<file path="config.mk">
export PLATFORM = sky130hd
export DESIGN_NAME = image_top_processor
export DESIGN_NICKNAME = d
export VERILOG_FILES = /design/src/rtl/image_top_processor.sv
export SDC_FILE = /design/constraint.sdc
export NUM_CORES = 2
export LEC_CHECK = 0
export ABC_AREA = 1
export BUFFER_PORTS_ARGS = -buffer_cell sky130_fd_sc_hd__buf_2
export CORE_MARGIN = 2
export CORE_UTILIZATION = 45
export DETAILED_ROUTE_END_ITERATION = 8
export PLACE_DENSITY = 0.64
export SYNTH_ARGS = -nofsm -noshare
export SYNTH_HDL_FRONTEND = slang
export SYNTH_SLANG_ARGS = --single-unit
</file>
<file path="constraint.sdc">
create_clock -name clk -period 14.92 [get_ports clk]
set_clock_uncertainty 0.15 [all_clocks]
set_input_delay 1.492 -clock clk [delete_from_list [all_inputs] [get_ports clk]]
set_output_delay 1.492 -clock clk [all_outputs]
set_load 0.01 [all_outputs]
</file>
<file path="src/rtl/image_top_processor.sv">
// Image-sampling processor: UART-loaded pixel RAM, 2:1 pair-average downsample, UART readback.
// Define ROUND_AVG_EN to round pair averages half up instead of truncating.
`timescale 1ns/1ps
module image_top_processor #(
  parameter int CLKS_PER_BIT = 16,
  parameter int MEM_DEPTH    = 256,
  parameter int ADDR_W       = 8
) (
  input  logic clk,
  input  logic reset,
  input  logic enablle,
  output logic enable_check,
  input  logic resume_sw,
  output logic pause_LED,
  output logic fetch_LED,
  input  logic send,
  input  logic receive,
  input  logic rx,
  output logic tx,
  output logic tx_LED,
  output logic rx_LED
);

  localparam int CNT_W = $clog2(CLKS_PER_BIT + 1);
  localparam logic [CNT_W-1:0]  CNT_LAST  = CNT_W'(CLKS_PER_BIT - 1);
  localparam logic [CNT_W-1:0]  CNT_HALF  = CNT_W'(CLKS_PER_BIT / 2 - 1);
  localparam logic [ADDR_W-1:0] LAST_BYTE = ADDR_W'(MEM_DEPTH - 1);
  localparam logic [ADDR_W-1:0] LAST_PAIR = ADDR_W'(MEM_DEPTH / 2 - 1);

  typedef enum logic [2:0] {
    S_IDLE, S_RXBLK, S_FETCH_A, S_FETCH_B, S_EXEC, S_WRITE, S_PAUSE, S_TXBLK
  } state_e;

  state_e state_q, state_d;
  logic enable_check_q, enable_check_d;
  logic [3:0] sync1_q, sync1_d, sync2_q, sync2_d;
  logic rx_prev_q, rx_prev_d, res_prev_q, res_prev_d;
  logic tx_q, tx_d;
  logic rx_busy_q, rx_busy_d;
  logic [3:0] rx_bit_q, rx_bit_d, tx_bit_q, tx_bit_d;
  logic [CNT_W-1:0] rx_cnt_q, rx_cnt_d, tx_cnt_q, tx_cnt_d;
  logic [7:0] rx_shift_q, rx_shift_d, a_q, a_d, avg_q, avg_d;
  logic [ADDR_W-1:0] wptr_q, wptr_d, pptr_q, pptr_d, tptr_q, tptr_d;
  logic loaded_q, loaded_d, processed_q, processed_d;

  logic [7:0] mem [MEM_DEPTH];
  logic [7:0] rd_dat_q;
  logic       mem_we;
  logic [ADDR_W-1:0] mem_addr;
  logic [7:0] mem_wdat;
  logic [8:0] sum;

  logic rx_s, res_s, send_s, recv_s;
  assign {rx_s, res_s, send_s, recv_s} = sync2_q;

  always_comb begin
    state_d        = state_q;
    enable_check_d = enablle;
    sync1_d        = {rx, resume_sw, send, receive};
    sync2_d        = sync1_q;
    rx_prev_d      = rx_s;
    res_prev_d     = res_s;
    tx_d           = 1'b1;
    rx_busy_d      = rx_busy_q;
    rx_bit_d       = rx_bit_q;
    rx_cnt_d       = rx_cnt_q;
    rx_shift_d     = rx_shift_q;
    tx_bit_d       = tx_bit_q;
    tx_cnt_d       = tx_cnt_q;
    a_d            = a_q;
    avg_d          = avg_q;
    wptr_d         = wptr_q;
    pptr_d         = pptr_q;
    tptr_d         = tptr_q;
    loaded_d       = loaded_q;
    processed_d    = processed_q;
    mem_we         = 1'b0;
    mem_addr       = '0;
    mem_wdat       = avg_q;
    sum            = '0;

    case (state_q)
      S_IDLE: begin
        tptr_d = '0;
        pptr_d = '0;
        if (enablle) begin
          if (recv_s) begin
            state_d   = S_RXBLK;
            rx_busy_d = 1'b0;
            wptr_d    = '0;
          end else if (send_s) begin
            state_d  = S_TXBLK;
            tx_bit_d = '0;
            tx_cnt_d = '0;
          end else if (loaded_q && !processed_q) begin
            state_d = S_FETCH_A;
          end
        end
        // RAM address follows the next tptr so byte 0 is already read on TX entry
        mem_addr = tptr_d;
      end

      S_RXBLK: begin
        mem_addr = wptr_q;
        mem_wdat = rx_shift_q;
        if (!rx_busy_q) begin
          if (rx_prev_q && !rx_s) begin
            rx_busy_d = 1'b1;
            rx_cnt_d  = '0;
            rx_bit_d  = '0;
          end
        end else begin
          rx_cnt_d = rx_cnt_q + 1'b1;
          if (rx_bit_q == 4'd0) begin
            if (rx_cnt_q == CNT_HALF) begin
              rx_cnt_d = '0;
              if (!rx_s) rx_bit_d = 4'd1;
              else       rx_busy_d = 1'b0;
            end
          end else if (rx_cnt_q == CNT_LAST) begin
            rx_cnt_d = '0;
            if (rx_bit_q == 4'd9) begin
              rx_busy_d = 1'b0;
              if (rx_s) begin
                mem_we = 1'b1;
                wptr_d = wptr_q + 1'b1;
                if (wptr_q == LAST_BYTE) begin
                  state_d     = S_IDLE;
                  loaded_d    = 1'b1;
                  processed_d = 1'b0;
                  wptr_d      = '0;
                end
              end
            end else begin
              rx_shift_d = {rx_s, rx_shift_q[7:1]};
              rx_bit_d   = rx_bit_q + 1'b1;
            end
          end
        end
      end

      S_FETCH_A: begin
        mem_addr = {pptr_q[ADDR_W-2:0], 1'b0};
        state_d  = S_FETCH_B;
      end

      S_FETCH_B: begin
        mem_addr = {pptr_q[ADDR_W-2:0], 1'b1};
        a_d      = rd_dat_q;
        state_d  = S_EXEC;
      end

      S_EXEC: begin
`ifdef ROUND_AVG_EN
        sum = {1'b0, a_q} + {1'b0, rd_dat_q} + 9'd1;
`else
        sum = {1'b0, a_q} + {1'b0, rd_dat_q};
`endif
        avg_d   = 8'(sum >> 1);
        state_d = S_WRITE;
      end

      S_WRITE: begin
        // In-place write is safe: pair index i never exceeds source address 2i
        mem_we   = 1'b1;
        mem_addr = pptr_q;
        mem_wdat = avg_q;
        if (pptr_q == LAST_PAIR) begin
          state_d     = S_PAUSE;
          processed_d = 1'b1;
          loaded_d    = 1'b0;
        end else begin
          pptr_d  = pptr_q + 1'b1;
          state_d = S_FETCH_A;
        end
      end

      S_PAUSE: begin
        if (res_s && !res_prev_q) state_d = S_IDLE;
      end

      S_TXBLK: begin
        case (tx_bit_q)
          4'd0:    tx_d = 1'b0;
          4'd9:    tx_d = 1'b1;
          default: tx_d = rd_dat_q[3'(tx_bit_q - 4'd1)];
        endcase
        tx_cnt_d = tx_cnt_q + 1'b1;
        if (tx_cnt_q == CNT_LAST) begin
          tx_cnt_d = '0;
          if (tx_bit_q == 4'd9) begin
            tx_bit_d = '0;
            if (tptr_q == LAST_PAIR) begin
              state_d = S_IDLE;
              tptr_d  = '0;
            end else begin
              tptr_d = tptr_q + 1'b1;
            end
          end else begin
            tx_bit_d = tx_bit_q + 1'b1;
          end
        end
        mem_addr = tptr_d;
      end

      default: state_d = S_IDLE;
    endcase
  end

  always_ff @(posedge clk or posedge reset) begin
    if (reset) begin
      state_q        <= S_IDLE;
      enable_check_q <= 1'b0;
      sync1_q        <= 4'b1000;
      sync2_q        <= 4'b1000;
      rx_prev_q      <= 1'b1;
      res_prev_q     <= 1'b0;
      tx_q           <= 1'b1;
      rx_busy_q      <= 1'b0;
      rx_bit_q       <= '0;
      rx_cnt_q       <= '0;
      rx_shift_q     <= '0;
      tx_bit_q       <= '0;
      tx_cnt_q       <= '0;
      a_q            <= '0;
      avg_q          <= '0;
      wptr_q         <= '0;
      pptr_q         <= '0;
      tptr_q         <= '0;
      loaded_q       <= 1'b0;
      processed_q    <= 1'b0;
    end else begin
      state_q        <= state_d;
      enable_check_q <= enable_check_d;
      sync1_q        <= sync1_d;
      sync2_q        <= sync2_d;
      rx_prev_q      <= rx_prev_d;
      res_prev_q     <= res_prev_d;
      tx_q           <= tx_d;
      rx_busy_q      <= rx_busy_d;
      rx_bit_q       <= rx_bit_d;
      rx_cnt_q       <= rx_cnt_d;
      rx_shift_q     <= rx_shift_d;
      tx_bit_q       <= tx_bit_d;
      tx_cnt_q       <= tx_cnt_d;
      a_q            <= a_d;
      avg_q          <= avg_d;
      wptr_q         <= wptr_d;
      pptr_q         <= pptr_d;
      tptr_q         <= tptr_d;
      loaded_q       <= loaded_d;
      processed_q    <= processed_d;
    end
  end

  always_ff @(posedge clk) begin
    if (mem_we) mem[mem_addr] <= mem_wdat;
    rd_dat_q <= mem[mem_addr];
  end

  assign enable_check = enable_check_q;
  assign tx           = tx_q;
  assign pause_LED    = (state_q == S_PAUSE);
  assign fetch_LED    = (state_q == S_FETCH_A) || (state_q == S_FETCH_B);
  assign tx_LED       = (state_q == S_TXBLK);
  assign rx_LED       = (state_q == S_RXBLK);

endmodule

</file>
# [Word level (Yosys, flattened, before mapping)]
# Memory sizes are Yosys's and may differ from the RTL's. A register that Yosys moved wholly into a read port is not among the register bits.
# Index checks and enable logic that the tools add are counted.
[op_classes] add_sub_neg=9 order_cmp=1 n_eq_ne=36 muxes=94 n_bitwise=2 n_reduce_logical=25
[op_table] cell="8-bit 2-to-1 mux" count=13
[op_table] cell="4-bit 2-to-1 mux" count=12
[op_table] cell="8-bit one-hot mux with 2 select lines" count=3
[op_table] cell="3-bit 2-to-1 mux" count=15
[op_table] cell="5-bit 2-to-1 mux" count=9
[op_table] cell="8-bit one-hot mux with 5 select lines" count=1
[op_table] cell="1-bit 2-to-1 mux" count=32
[op_table] cell="8-bit by 1-bit adder with 8-bit output, second input constant" count=3
[op_table] cell="3-bit one-hot mux with 8 select lines" count=1
[op_table] cell="2-bit by 1-bit inequality test with 1-bit output, second input constant" count=9
[op_table] cell="8-bit by 7-bit == test with 1-bit output, second input constant" count=2
[op_table] cell="8-bit AND reduction" count=2
[op_table] cell="2-bit inequality test, second input constant" count=7
[op_table] cell="3-bit == test, second input constant" count=4
[op_table] cell="12-bit AND reduction" count=1
[op_table] cell="5-bit by 1-bit adder with 5-bit output, second input constant" count=2
[op_table] cell="5-bit by 4-bit == test with 1-bit output, second input constant" count=2
[op_table] cell="1-bit one-hot mux with 2 select lines" count=5
[op_table] cell="5-bit one-hot mux with 2 select lines" count=1
[op_table] cell="5-bit AND reduction" count=2
[op_table] cell="2-bit nonzero test" count=5
[op_table] cell="8-bit by 8-bit adder with 9-bit output" count=1
[op_table] cell="4-bit by 1-bit adder with 4-bit output, second input constant" count=2
[op_table] cell="4-bit == test, second input constant" count=2
[op_table] cell="other kinds (22)" count=31
[totals] reg_bits=84 ram_bits=2048 inputBits=7 output_inout_bits=6 wordCells=188 mem_count=1
[memory_table] name="mem" words=256 word_bits=8 rd=1 rd_clocked_by_memory_dff=1 write_ports=1 line_no="46" source="logic [7:0] mem [MEM_DEPTH];"

# [Logic depth before layout (Yosys ltp)]
[logic_depth] word_depth=8 depth_mapped=24 depth_no_buf=21

# [Worst setup path after synthesis]
# No wires, ideal clock.
[synth_timing] path_type="register to register" from="register state_q[0]" to="memory mem[0][1], data pin" setup_ns=2.188 arrival_time_ns=11.005 required_time_ns=12.582 path_slack_ns=1.576 stages_incl_launch_ff=7 path_buffers=2 period_less_slack_ns=13.344 cell_sequence="dfrtp_1 > inv_2 > nor2_2 > nand2_2 > clkbuf_1 > clkbuf_1 > o21ai_0"
[synth_via] elab_chain_len=2
[synth_lines] item="start: declaration" line_no="34" source="state_e state_q, state_d;"
[synth_lines] item="start signal: assignment" line_no="233" source="state_q <= state_d;"
[synth_lines] item="3-bit by 1-bit == test with 1-bit output" line_no="82" source="case (state_q)"
[synth_lines] item="8-bit 2-to-1 mux" line_no="82"
[synth_lines] item="net mem_wdat[1]" line_no="50" source="logic [7:0] mem_wdat;"
[synth_lines] item="end: declaration" line_no="46"
# The timed path passes the listed nets, and every way through them passes these cells.

# [Worst setup path after layout]
[layout_timing] from="register state_q[0]" to="register rd_dat_q[1], read port of mem"
[layout_via] elab_chain_len=2 word_cells_on_any_way=6 classes_between="5 x eq/ne; 1 x mux"
[layout_lines] item="3-bit == test, or another cell as far along" line_no="82"
[layout_lines] item="8-bit one-hot mux with 5 select lines (*)" line_no="82"
[layout_lines] item="end: declaration" line_no="47" source="logic [7:0] rd_dat_q;"
# Mark *: on every way between the ends. The rest lies on a longest branch, timed or not.
# A chain may end at the register's enable or synchronous reset.

==> impl_metrics.yaml <==
cts:
  clock_insertion_delay_worst_skew_ns: 0.87
  cts_root_buffer: "clkbuf_16"
  cts.htree.levels: 4
  clkSlewWorstSetupHoldPaths_ns: 0.06
  cts-buffers-inserted: 213
  cts-root-to-sink-buffers: 3
  cts_num_sinks: 2140
  cts.hold.buffers_added: 0
  cts_tree: "built"
  cts-resized-gates: 0
  postCtsSetupBuffers: 0
hold_path:
  worst_hold_path.num_cells: 0
  hold_path_class: "register to register"
  worstHoldEndpoint: "sync2_q[0]$_DFF_PP0_"
  worst_hold_startpoint: "sync1_q[0]$_DFF_PP0_"
sta:
  tightest_slew_ns: 1.328
  setup_viol_count_final: 0
  total_negative_slack_for_setup_checks_ns: 0
  report.final.hold_viol_count: 0
  final.min_clock_period_ns: 6.985
  timing.final.ws_setup_ns: 7.935
  max_freq_mhz: 143.2
  period_share_pct: 46.81
  timing_max_transition_violations_final: 0
  worst_slew_margin_rel_pct: 11.15
  rsz0062_at_grt: "false"
  final.hold.worst_slack_ns: 0.1989
route:
  detail-route-antenna-nets: 0
  firstDrtPassIters: 6
  routedWlPerCell_um: 21.35
  drtIter0Drc: 7561
  vias_per_cell: 5.391
  drt_wl_total_um: 251100
  detail_route.drc_violations: 0
  dr_total_vias: 63390
synth:
  synth-seq-area-share_pct: 69.55
  synth_enable_flop_cells: 2048
  synth_top_cell_area_share_pct: 67.08
  synthesis.nets: 9124
  synth_cell_types: 51
  synthesis.area_um2: 91680
  synthTopCellsByCount: "nand2_1 (5,071), edfxtp_1 (2,048), nand3_1 (541)"
  post-synth-top-area-cell: "edfxtp_1"
  top_area_cells_in_the_synthesized_netlist: "edfxtp_1 (67%), nand2_1 (21%), nand3_1 (3.0%)"
  postSynthCellCount: 9095
  flip_flop_and_latch_count_after_synthesis: 2140
  yosys_warnings: 0
  synth_async_sr_flop_share_pct: 3.925
  yosys.cell_count.top_type: "nand2_1"
  syn-mean-instance-area_um2: 10.08
  ys.flop_type: "edfxtp_1"
global_route:
  antenna_found_initial: 4
  grtUsageTotal_pct: 24.12
  grt_max_degree: 207
  grt-ovfl-total: 0
  global_route_wire_length_before_repair_um: 380700
  grt_pass1_vias: 60960
cells_and_area:
  final_nets: 8938
  area_growth_pct: 10.03
  drive_above_1_share_pct: 5.186
  finish.instance_area_um2: 100900
  finalCoreUtilization_pct: 49.86
  final.fill_count: 18040
worst_setup_path:
  timing.rr.start: "state_q[0]$_DFFE_PP0P_"
  worstSetupStartpointType: "register"
  path_max_fanout: 206
  timing.critical_path.arrival_ns: 7.63
  worst-r2r-cell-count: 22
  r2r-end: "rd_dat_q[1]$_DFF_P_"
  critical_path.endpoint_type: "register"
  timing.critical_path.slowest_stage_cell: "buf_4"
  cpLargestDelayFamily: "simple AND/OR/NAND/NOR gates"
  worst_path_largest_cell_delay_ns: 0.85
  crit_path_cell_trace: "inv_2 -> nor2_2 -> nand2_2 -> nor2_1 -> nor2_4 -> buf_4 -> nand2_8 -> inv_8 -> buf_12 -> buf_4 -> nand2_1 -> nand2_1 -> nand2_1 -> nand2_1 -> nand2_1 -> nand2_1 -> o21ai_0 -> nand2_1 -> nor2_1 -> nor2_1 -> nor2_1 -> nand2_1"
  worstPathRequired_ns: 15.57
  setup.reg_to_reg.worst_slack_ns: 7.94
  worst-path-buf-inv: 5
  critical_path_class: "register to register"
  critPathMostFrequentCell: "nand2_1"
pwr:
  sw_frac_of_total_pct: 22.32
  p_int_mw: 9.826
  power_density_nw_per_um2: 125.4
  vdd_ir_drop_max_uv: 119.3
  p_switching_mw: 2.823
  clockPowerShare_pct: 42.1
  p_comb_share_pct: 4.7
  power.sequential.fraction_pct: 53.2
  p_leak_nw: 39.98
floorplanning:
  floorplan.core_area_um2: 202300
  chipWidth_um: 455.4
  floorplan.io_pins: 13
  die_area_um2: 207400
  std_cell_rows: 165
  dieHeight_um: 455.4
  initial_core_util_pct: 45.32
place:
  place.port_buffers: 12
  dp_hpwl_um: 137200
  dpl-instance-area_um2: 93960
  placement.setup.worst_slack_ns: 7.949
  gp_congestion: 0.8756
outcome:
  outcome: "finished, final reports clean"
flow_run:
  maxCapViolCount: 0
==> cell usage in the layout (no fill, tap or decap), types with 4 or more instances in the layout <==
cell,count
mux2_2,7
bufinv_16,20
nor3_1,13
clkinv_1,47
buf_2,12
nand2_1,5058
clkbuf_16,214
clkinvlp_4,9
clkinv_8,4
nand2_2,18
buf_12,14
clkinv_16,6
clkinv_2,45
nand4_1,8
o21ai_4,7
o21ai_1,58
inv_1,85
o22ai_1,6
nor2_4,6
xor2_1,6
dfstp_2,4
edfxtp_1,2048
nor2_1,411
dfrtp_1,80
buf_4,76
a21oi_1,33
inv_2,5
ha_1,21
clkbuf_1,40
dfxtp_1,8
nand3_1,540
o21ai_0,127
==> power groups by stage <==
stage / clock network [mW] / logic (mW) / registers [mW]
2_1_floorplan: 0 / 0.330 / 6.99
3_3_place_gp: 0 / 0.576 / 6.86
3_5_place_dp: 0 / 0.587 / 6.86
4_1_cts: 5.38 / 0.588 / 6.73
5_1_grt: 5.62 / 0.645 / 6.73
6_report: 5.32 / 0.591 / 6.73
==> final cells by class <==
type | count | area, µm² | area share, %
diodes | 2 | 5.005 | 0.004961
inverters | 96 | 379.1 | 0.3758
well taps | 2672 | 3343 | 3.314
repair buffers | 102 | 910.9 | 0.9029
multi-input cells | 6356 | 25560 | 25.33
clock buffers | 257 | 5547 | 5.498
clock inverters | 132 | 1371 | 1.359
flip-flops and latches | 2140 | 63770 | 63.21
==> state kept, by name (all words and copies together), names as in the netlist, 3 cells and up <==
signal      count
mem          2048
a_q             8
avg_q           8
pptr_q          8
rd_dat_q        8
rx_shift_q      8
tptr_q          8
wptr_q          8
rx_cnt_q        5
tx_cnt_q        5
rx_bit_q        4
sync1_q         4
sync2_q         4
tx_bit_q        4
state_q         3
==> worst reg2reg max path, stage by stage, from the launching register on <==
cell and delay (ns):
dfrtp_1 0.44, inv_2 0.13, nor2_2 0.06, nand2_2 0.50
nor2_1 0.19, nor2_4 0.13, buf_4 0.52, nand2_8 0.60
inv_8 0.74, buf_12 0.70, buf_4 1.12, nand2_1 0.17
nand2_1 0.10, nand2_1 0.05, nand2_1 0.11, nand2_1 0.05
nand2_1 0.11, o21ai_0 0.12, nand2_1 0.22, nor2_1 0.09
nor2_1 0.34, nor2_1 0.20, nand2_1 0.11
==> stage by stage <==
| stage | std cells | total power [mW] |
|---|---|---|
| 4_1_cts | 11760 | 12.70 |
| 3_3_place_gp | 11370 | 7.436 |
| 5_1_grt | 11760 | 13.00 |
| 2_1_floorplan | 9095 | 7.324 |
| 6_report | 11760 | 12.65 |
| 3_5_place_dp | 11370 | 7.447 |
==> how the worst max path moves through the flow <==
stage                           startpoint  depth (start not counted)  slack, ns                   to
global route        state_q[0]$_DFFE_PP0P_                         22       7.41  rd_dat_q[1]$_DFF_P_
finish              state_q[0]$_DFFE_PP0P_                         22       7.94  rd_dat_q[1]$_DFF_P_
detailed placement  state_q[0]$_DFFE_PP0P_                         22       7.95  rd_dat_q[1]$_DFF_P_
floorplan           state_q[0]$_DFFE_PP0P_                          6       1.58  mem[0][1]$_DFFE_PP_
global placement    state_q[2]$_DFFE_PP0P_                         21       7.99  rd_dat_q[1]$_DFF_P_
CTS                 state_q[0]$_DFFE_PP0P_                         22       7.92  rd_dat_q[1]$_DFF_P_
==> per-layer routing <==
layer / vias to the layer above / global-route usage [%] / part of all wire, %
li1: 29570 / - / -
met1: 30540 / 34.35 / 42
met2: 2824 / 37.53 / 45
met3: 453 / 3.853 / 8.7
met4: 2 / 8.669 / 3.6
met5: - / 0 / 0.0052
==> logic make-up (layout without fill, tap and decap cells) <==
family | Yosys count | in the layout | synth area share (%)
simple gates | 6064 | 6064 | 25.71
flops | 2140 | 2140 | 69.55
xor+xnor | 7 | 7 | 0.06687
other cells | 0 | 2 | 0
mux | 8 | 8 | 0.09690
buf+inv | 599 | 587 | 2.791
compound gates | 255 | 255 | 1.475
fa+ha+maj | 22 | 22 | 0.3084
No activity file was read; power rests on OpenSTA's default activity.
